==> config.mk <==
export PLATFORM = sky130hd
export DESIGN_NAME = fp_mult_arbiter
export DESIGN_NICKNAME = d
export VERILOG_FILES = /design/src/rtl/fp_mult_pkg.sv /design/src/rtl/rr_arbiter.sv /design/src/rtl/fp_mult_arbiter.sv
export SDC_FILE = /design/constraint.sdc
export NUM_CORES = 1
export LEC_CHECK = 0
export CELL_PAD_IN_SITES_DETAIL_PLACEMENT = 1
export CELL_PAD_IN_SITES_GLOBAL_PLACEMENT = 1
export CORE_AREA = 2 2 240 242
export CTS_CLUSTER_DIAMETER = 40
export DETAILED_ROUTE_END_ITERATION = 8
export DIE_AREA = 0 0 242 244
export DONT_BUFFER_PORTS = 1
export PLACE_DENSITY_LB_ADDON = 0.1
export SYNTH_ARGS = -nofsm -noshare
export SYNTH_HDL_FRONTEND = slang
export SYNTH_SLANG_ARGS = --single-unit
==> constraint.sdc <==
create_clock -name CLK -period 5.3 [get_ports CLK]
set_input_delay 0.795 -clock CLK [delete_from_list [all_inputs] [get_ports CLK]]
set_output_delay 0.795 -clock CLK [all_outputs]
set_load 0.05 [all_outputs]
==> src/rtl/fp_mult_pkg.sv <==
// Shared types and constants for the byte-serial FP multiplier front end.
package fp_mult_pkg;

  typedef enum logic [2:0] {IDLE, LOAD, WAIT, COLLECT, GAP} state_t;

  localparam logic [63:0] QNAN64        = 64'h7FF8_0000_0000_0000;
  localparam int          OPERAND_BYTES = 16;
  localparam int          RESULT_BYTES  = 8;

endpackage

==> src/rtl/rr_arbiter.sv <==
// Combinational round-robin picker: first requester at or after ptr, wrapping modulo N.
module rr_arbiter #(
  parameter int N   = 4,
  parameter int IDW = $clog2(N)
) (
  input  logic [N-1:0]   req,
  input  logic [IDW-1:0] ptr,
  input  logic           en,
  output logic [N-1:0]   gnt,
  output logic [IDW-1:0] idx
);

  logic [N-1:0]   hit;
  logic [IDW-1:0] cand [N];

  // cand[gi] is the requester sitting gi positions after the pointer
  for (genvar gi = 0; gi < N; gi++) begin : g_rot
    logic [IDW:0] sum;
    assign sum      = {1'b0, ptr} + (IDW+1)'(gi);
    assign cand[gi] = (sum >= (IDW+1)'(N)) ? IDW'(sum - (IDW+1)'(N)) : sum[IDW-1:0];
    assign hit[gi]  = req[cand[gi]];
  end

  always_comb begin
    gnt = '0;
    idx = '0;
    for (int k = N - 1; k >= 0; k--) begin
      if (hit[k]) idx = cand[k];
    end
    if (en && (|hit)) gnt[idx] = 1'b1;
  end

endmodule

==> src/rtl/fp_mult_arbiter.sv <==
// Shares one byte-serial double multiplier among N requesters: round-robin grant,
// 16-byte operand stream out, 8-byte result collected and returned with its owner ID.
module fp_mult_arbiter
  import fp_mult_pkg::*;
#(
  parameter int N       = 4,
  parameter int IDW     = $clog2(N),
  parameter int TIMEOUT = 32
) (
  input  logic            CLK,
  input  logic            RESET,
  input  logic [N-1:0]    REQ_VALID,
  input  logic [64*N-1:0] REQ_A,
  input  logic [64*N-1:0] REQ_B,
  output logic [N-1:0]    REQ_READY,
  output logic            RSP_VALID,
  input  logic            RSP_READY,
  output logic [IDW-1:0]  RSP_ID,
  output logic [63:0]     RSP_DATA,
  output logic            RSP_ERR,
  output logic            MUL_RESET,
  output logic            MUL_ENABLE,
  output logic [7:0]      MUL_DATA,
  input  logic            MUL_READY,
  input  logic [7:0]      MUL_RESULT,
  output logic            BUSY
);

  state_t         state_reg;
  logic [IDW-1:0] rr_ptr_reg;
  logic [IDW-1:0] id_reg;
  logic [127:0]   shreg_reg;
  logic [3:0]     load_cnt_reg;
  logic [5:0]     tmo_cnt_reg;
  logic [63:0]    res_reg;
  logic [2:0]     res_cnt_reg;
  logic [63:0]    rsp_data_reg;
  logic           rsp_valid_reg;
  logic           rsp_err_reg;
  logic           mul_enable_reg;
  logic [7:0]     mul_data_reg;
  logic           tmo_pulse_reg;

  logic [63:0] op_a [N];
  logic [63:0] op_b [N];

  for (genvar gi = 0; gi < N; gi++) begin : g_unpack
    assign op_a[gi] = REQ_A[64*gi +: 64];
    assign op_b[gi] = REQ_B[64*gi +: 64];
  end

  logic           arb_en;
  logic [N-1:0]   arb_gnt;
  logic [IDW-1:0] arb_idx;
  logic           grant_fire;
  logic [IDW-1:0] ptr_next;

  // The one-entry result buffer must be empty before a new operation starts
  assign arb_en = (state_reg == IDLE) && !rsp_valid_reg;

  rr_arbiter #(.N(N), .IDW(IDW)) u_arb (
    .req (REQ_VALID),
    .ptr (rr_ptr_reg),
    .en  (arb_en),
    .gnt (arb_gnt),
    .idx (arb_idx)
  );

  assign grant_fire = |arb_gnt;
  assign ptr_next   = (arb_idx == IDW'(N - 1)) ? '0 : arb_idx + 1'b1;

  assign REQ_READY  = arb_gnt;
  assign RSP_VALID  = rsp_valid_reg;
  assign RSP_ID     = id_reg;
  assign RSP_DATA   = rsp_data_reg;
  assign RSP_ERR    = rsp_err_reg;
  assign MUL_ENABLE = mul_enable_reg;
  assign MUL_DATA   = mul_data_reg;
  assign MUL_RESET  = RESET | tmo_pulse_reg;
  assign BUSY       = (state_reg != IDLE);

  always_ff @(posedge CLK) begin
    if (RESET) begin
      state_reg      <= IDLE;
      rr_ptr_reg     <= '0;
      id_reg         <= '0;
      shreg_reg      <= '0;
      load_cnt_reg   <= '0;
      tmo_cnt_reg    <= '0;
      res_reg        <= '0;
      res_cnt_reg    <= '0;
      rsp_data_reg   <= '0;
      rsp_valid_reg  <= 1'b0;
      rsp_err_reg    <= 1'b0;
      mul_enable_reg <= 1'b0;
      mul_data_reg   <= '0;
      tmo_pulse_reg  <= 1'b0;
    end else begin
      tmo_pulse_reg <= 1'b0;
      if (rsp_valid_reg && RSP_READY) rsp_valid_reg <= 1'b0;

      case (state_reg)
        IDLE: begin
          if (grant_fire) begin
            // Byte 0 goes out on the grant edge; the rest follow from the shifter
            mul_data_reg   <= op_a[arb_idx][7:0];
            shreg_reg      <= {8'h00, op_b[arb_idx], op_a[arb_idx][63:8]};
            mul_enable_reg <= 1'b1;
            load_cnt_reg   <= '0;
            id_reg         <= arb_idx;
            rr_ptr_reg     <= ptr_next;
            state_reg      <= LOAD;
          end
        end
        LOAD: begin
          if (load_cnt_reg == 4'(OPERAND_BYTES - 1)) begin
            mul_enable_reg <= 1'b0;
            tmo_cnt_reg    <= '0;
            state_reg      <= WAIT;
          end else begin
            mul_data_reg <= shreg_reg[7:0];
            shreg_reg    <= {8'h00, shreg_reg[127:8]};
            load_cnt_reg <= load_cnt_reg + 1'b1;
          end
        end
        WAIT: begin
          if (MUL_READY) begin
            res_reg     <= {MUL_RESULT, res_reg[63:8]};
            res_cnt_reg <= 3'd1;
            state_reg   <= COLLECT;
          end else if (tmo_cnt_reg == 6'(TIMEOUT - 1)) begin
            rsp_data_reg  <= QNAN64;
            rsp_err_reg   <= 1'b1;
            rsp_valid_reg <= 1'b1;
            tmo_pulse_reg <= 1'b1;
            state_reg     <= GAP;
          end else if (tmo_cnt_reg != '1) begin
            tmo_cnt_reg <= tmo_cnt_reg + 1'b1;
          end
        end
        COLLECT: begin
          if (MUL_READY) begin
            res_reg     <= {MUL_RESULT, res_reg[63:8]};
            res_cnt_reg <= res_cnt_reg + 1'b1;
            if (res_cnt_reg == 3'(RESULT_BYTES - 1)) begin
              rsp_data_reg  <= {MUL_RESULT, res_reg[63:8]};
              rsp_err_reg   <= 1'b0;
              rsp_valid_reg <= 1'b1;
              state_reg     <= GAP;
            end
          end
        end
        GAP:     state_reg <= IDLE;
        default: state_reg <= IDLE;
      endcase
    end
  end

endmodule
[After elaboration in Yosys (flattened, before gate mapping)]
Cells that the tools add are included.
Operators by class
  $lt $le $gt $ge: 11
  eq/ne operators: 19
  multiplexer cells: 70
  reductions and logical operators: 22
  bitwise gates (word level): 3
  $add $sub $neg: 11
Operators with widths (number)
  64-bit two-way mux: 8
  64-bit binary-select mux with 2-bit select: 2
  128-bit two-way mux: 2
  128-bit one-hot mux with 2 select lines: 1
  64-bit one-hot mux with 2 select lines: 1
  3-bit two-way mux: 8
  6-bit two-way mux: 4
  2-bit inequality test, second input constant: 10
  2-bit two-way mux: 9
  1-bit two-way mux: 17
  8-bit two-way mux: 2
  8-bit one-hot mux with 2 select lines: 1
  2-bit by 3-bit less-than comparator with 1-bit output, second input constant: 5
  5-bit AND reduction: 3
  3-bit >= comparator, second input constant: 4
  4-bit two-way mux: 3
  3-bit one-hot mux with 4 select lines: 1
  6-bit one-hot mux with 2 select lines: 1
  3-bit AND reduction: 3
  1-bit binary-select mux with 2-bit select: 4
  4-bit one-hot mux with 2 select lines: 1
  4-bit OR reduction: 2
  2-bit by 1-bit subtractor with 2-bit output, second input constant: 4
  2-bit by 2-bit adder with 3-bit output, second input constant: 2
  29 further kinds: 38
Word-level totals
  register bits after elaboration: 288
  output and inout port bits: 83
  input port bits: 528

[Longest topological paths before layout]
  depth after elaboration: 17
  depth in mapped cells: 16
  depth with buffers taken out: 9

[By module]
A second synthesis with hierarchy kept.
Unflattened totals
  cells, all modules: 1395
  area total of the unflattened synthesis: 13410.4 µm²
Modules (own cells, without submodules)
  fp_mult_arbiter: times used 1, area each 13277.7 µm², cells each 1379
  rr_arbiter: times used 1, area each 132.6 µm², cells each 16

[Worst setup path after synthesis]
Ideal clock, no wire load.
  path type: in2out
  from: input REQ_VALID[0]
  to: output REQ_READY[2]
  arrival time: 2617 ps
  required time: 4505 ps
  buffers on the path: 4
  setup slack: 1888 ps
  stages: 10
  cells stage by stage: nor2b_1 nor4_1 or2_1 buf_2 clkinv_2 buf_4 buf_4 buf_2 ha_1 and2_1
On the way
  word-level cells in the longest chain between the ends: 11
  elaborated cells between the ends (all ways): 20
  those cells by class: order compare (2); mux (15); reduce/logical (3)
Ends and longest elaborated chain
  start, declared: RTL line fp_mult_arbiter.sv:12  | input logic [N-1:0] REQ_VALID,
  1-bit binary-select mux with 2-bit select: RTL line rr_arbiter.sv:21  | assign hit[gi] = req[cand[gi]];
  1-bit two-way mux (not written as such): RTL line rr_arbiter.sv:21
  2-bit two-way mux (4 in a row): RTL line rr_arbiter.sv:28  | if (hit[k]) idx = cand[k];
  2-bit by 3-bit less-than comparator with 1-bit output (not written as such) or 2-bit by 1-bit >= comparator with 1-bit output (tied branches): RTL line rr_arbiter.sv:30  | if (en && (|hit)) gnt[idx] = 1'b1;
  1-bit logical AND (not written as such): RTL line rr_arbiter.sv:30
  1-bit two-way mux (not written as such): RTL line rr_arbiter.sv:30
  1-bit demux with 2-bit select
  4-bit two-way mux *: RTL line rr_arbiter.sv:30
  end, declared: RTL line fp_mult_arbiter.sv:15  | output logic [N-1:0] REQ_READY,
Every way passes the cells marked *; elsewhere a longest branch is shown, timed or not. The select of a mux whose other input is x is not followed.

[Worst setup path after layout]
  from: register state_reg[0]
  to: output REQ_READY[3]
On the way
  word-level cells in the longest chain between the ends: 4
Ends and longest elaborated chain
  start, declared: RTL line fp_mult_arbiter.sv:29  | state_t state_reg;
  start signal, assigned: RTL line fp_mult_arbiter.sv:84  | state_reg <= IDLE;
  start signal, assigned: RTL line fp_mult_arbiter.sv:112  | state_reg <= LOAD;
  start signal, assigned: RTL line fp_mult_arbiter.sv:119  | state_reg <= WAIT;
  3-bit zero test: RTL line fp_mult_arbiter.sv:59  | assign arb_en = (state_reg == IDLE) && !rsp_valid_reg;
  1-bit logical AND: RTL line fp_mult_arbiter.sv:59
  1-bit logical AND: RTL line rr_arbiter.sv:30
  4-bit two-way mux: RTL line rr_arbiter.sv:30
Every way passes these cells.

==> reports/summary.txt <==
period utilisation layout: 0.7292
reg-to-reg slack, setup: 1920 ps
CP max FO: 10
Die Span Y: 244 µm
worst hold margin: 318.4 ps
syn_nets: 2119
Ports: 611
fin cells: 2320
mean post-synth cell area: 8.780 µm²
DR vias: 11780
RSZ-0062 raised after global routing: false
Switching Power: 4054 µW
outcome: completed
Core ar.: 56170 µm²
Gate Count Post-Synth: 1586
IO buf count: 0
Largest register FFs: 120
CTS tree: built
EDFF count, synth: 0
post-detail-place hpwl: 36.88 mm
drt pass-1 iters: 4
routed vias/inst: 5.079
Power Internal: 6456 µW
# hold bufs at CTS: 0
clock buffer depth: 3
Sw Share: 0.3858
first-pass GRT wire length: 77.76 mm
grt total ovfl: 0
Max-Cap Viols: 0
CP Cell Sequence: nor3_2 -> inv_1 -> nor3_2 -> nand2_1 -> nor2_1
Max Slew Vio Count: 0
slowest CP cell: nor2_1
Seq pwr share: 0.274
number of gates resized after cts: 0
worst hold path type: input pin to register
area leader, netlist: dfxtp_1
CP required: 4510 ps
top cells by count, synth: 272 x dfxtp_1, 240 x mux2i_1, 186 x a21oi_1, 173 x nor2_1, 160 x nand2_1
CP most frequent cell: nor3_2
CP max stage delay: 710 ps
count of final hold-check violations: 0
power per cell area: 640.6 nW/µm²
vias in the first global route: 12440
Most used DFF post-synth: dfxtp_1
clock sink count: 272
Yosys reg bits: 272
layout cells sized above 1: 0.08542
Synthesis Warnings: 0
initial core utilization: 0.2479
top-count cell post-synth: dfxtp_1
synthesized area: 13920 µm²
Critical Path End Type: output port
Worst-path clk slew: 50 ps
Routed Antenna Nets: 0
Achievable Freq: 258.7 MHz
initial DRC count: 575
Setup crit start kind: register
Layout area overhead: 17.83%
Skew-Pair Late Insertion Delay: 590 ps
Final Wtd Congestion: 0.8864
routed len/inst: 22.38 µm
DR DRC count: 0
clock share of power: 0.345
WP data arrival: 3070 ps
Leakage: 0.006676 µW
Post-Route Skew: 27.35 ps
setup TNS: 0 ps
CP Class: register to output port
initial antenna violation count: 7
DRT Wirelength: 51.93 mm
Rel. slew slack: 0.2610
CTS root buf: clkbuf_16
CTS H-tree depth: 2
Yosys cell types: 51
top cells by area, synth: dfxtp_1 39%, mux2i_1 17%, o22a_1 7.5%
# setup viols final: 0
Worst Tran Pin Value: 1106 ps
Gate power share: 0.381
top cell type's share of synthesized area: 0.3911
Final nets: 2044
Horiz. Die Dim: 242 µm
Max VDD drop: 381.4 µV
sequential element share of the synthesized area: 0.3911
site row count: 87
largest net degree at the start of global routing: 212
Die ar.: 59050 µm²
number of CTS-inserted buffers: 56
min Tclk post-route: 3865 ps
gr usage total: 0.1684
post-CTS setup buffers: 0
placed insts: 2209
ys async rst share: 0
-- area by class of cell --
type	instances	area, µm²
multi-input cells	1157	7797
well taps	756	945.9
repair buffers	17	190.2
inverters	7	38.79
clock inverters	27	320.3
diodes	7	17.52
flip-flops and latches	272	5445
clock buffers	77	1652
fillers	6550	39760
-- critical path, delay by kind of cell (launching register included) --
kind	cells	cell delay [ps]
and+or+nand+nor	4	1750
DFF	1	420
buffers and inverters	1	320
-- through the flow --
step             util  cell area [µm²]  setup slack, ps  power, µW
2_1_floorplan       -            13920             1888       5976
4_1_cts        0.2918            16390             1331      10710
5_1_grt        0.2921            16410             1219      11250
6_report       0.2921            16410             1435      10510
3_5_place_dp   0.2567            14420             1513       7009
3_3_place_gp   0.2567            14420             1625       6946
-- logic make-up (layout without fill, tap and decap cells) --
group	Yosys count	in the layout	synth area share
flops	272	272	0.3911
other cells	0	7	0
simple gates	399	399	0.1176
xor+xnor	5	5	0.003145
compound gates	508	508	0.2587
buf+inv	157	128	0.05247
mux	240	240	0.1725
fa+ha+maj	5	5	0.004493
-- power by group through the flow --
stage                     registers [µW]  clock network (µW)  logic, µW
after floorplan                     2760                   0       3210
after global placement              2920                   0       4020
after detailed placement            2920                   0       4090
after CTS                           2880                3720       4110
after global routing                2930                3840       4480
final                               2880                3620       4010
-- per-layer routing --
metal | track usage | share of wire | wire, µm
met5 | 0 | 0 | 0
met4 | 0.05937 | 0.023 | 1173
met3 | 0.03896 | 0.059 | 3083
met2 | 0.2847 | 0.48 | 24900
met1 | 0.2097 | 0.44 | 22770
-- cell usage in the layout (no fill, tap or decap), types with 9 or more instances in the layout --
master,netlist,routed
a211oi_1,122,122
a21oi_1,186,186
a22o_1,52,52
buf_4,31,12
clkbuf_16,0,57
clkbuf_8,0,15
clkinv_2,1,9
dfxtp_1,272,272
mux2i_1,240,240
nand2_1,160,157
nand3_1,21,21
nor2_1,173,170
nor3_1,17,17
o22a_1,119,119
-- worst paths after layout --
| kind | start | endpoint | cells after the start |
|---|---|---|---|
| min | RESET | RSP_ID[0]$_SDFFE_PP0P_ | 1 |
| max reg2reg | rr_ptr_reg[0]$_SDFFE_PP0P_ | shreg_reg[8]$_SDFFE_PP0P_ | 10 |
| min reg2reg | res_reg[12]$_SDFFE_PP0P_ | res_reg[12]$_SDFFE_PP0P_ | 2 |
| max | state_reg[0]$_SDFFE_PP0P_ | REQ_READY[3] | 5 |
Note: power is estimated with default switching activity, not from simulation.
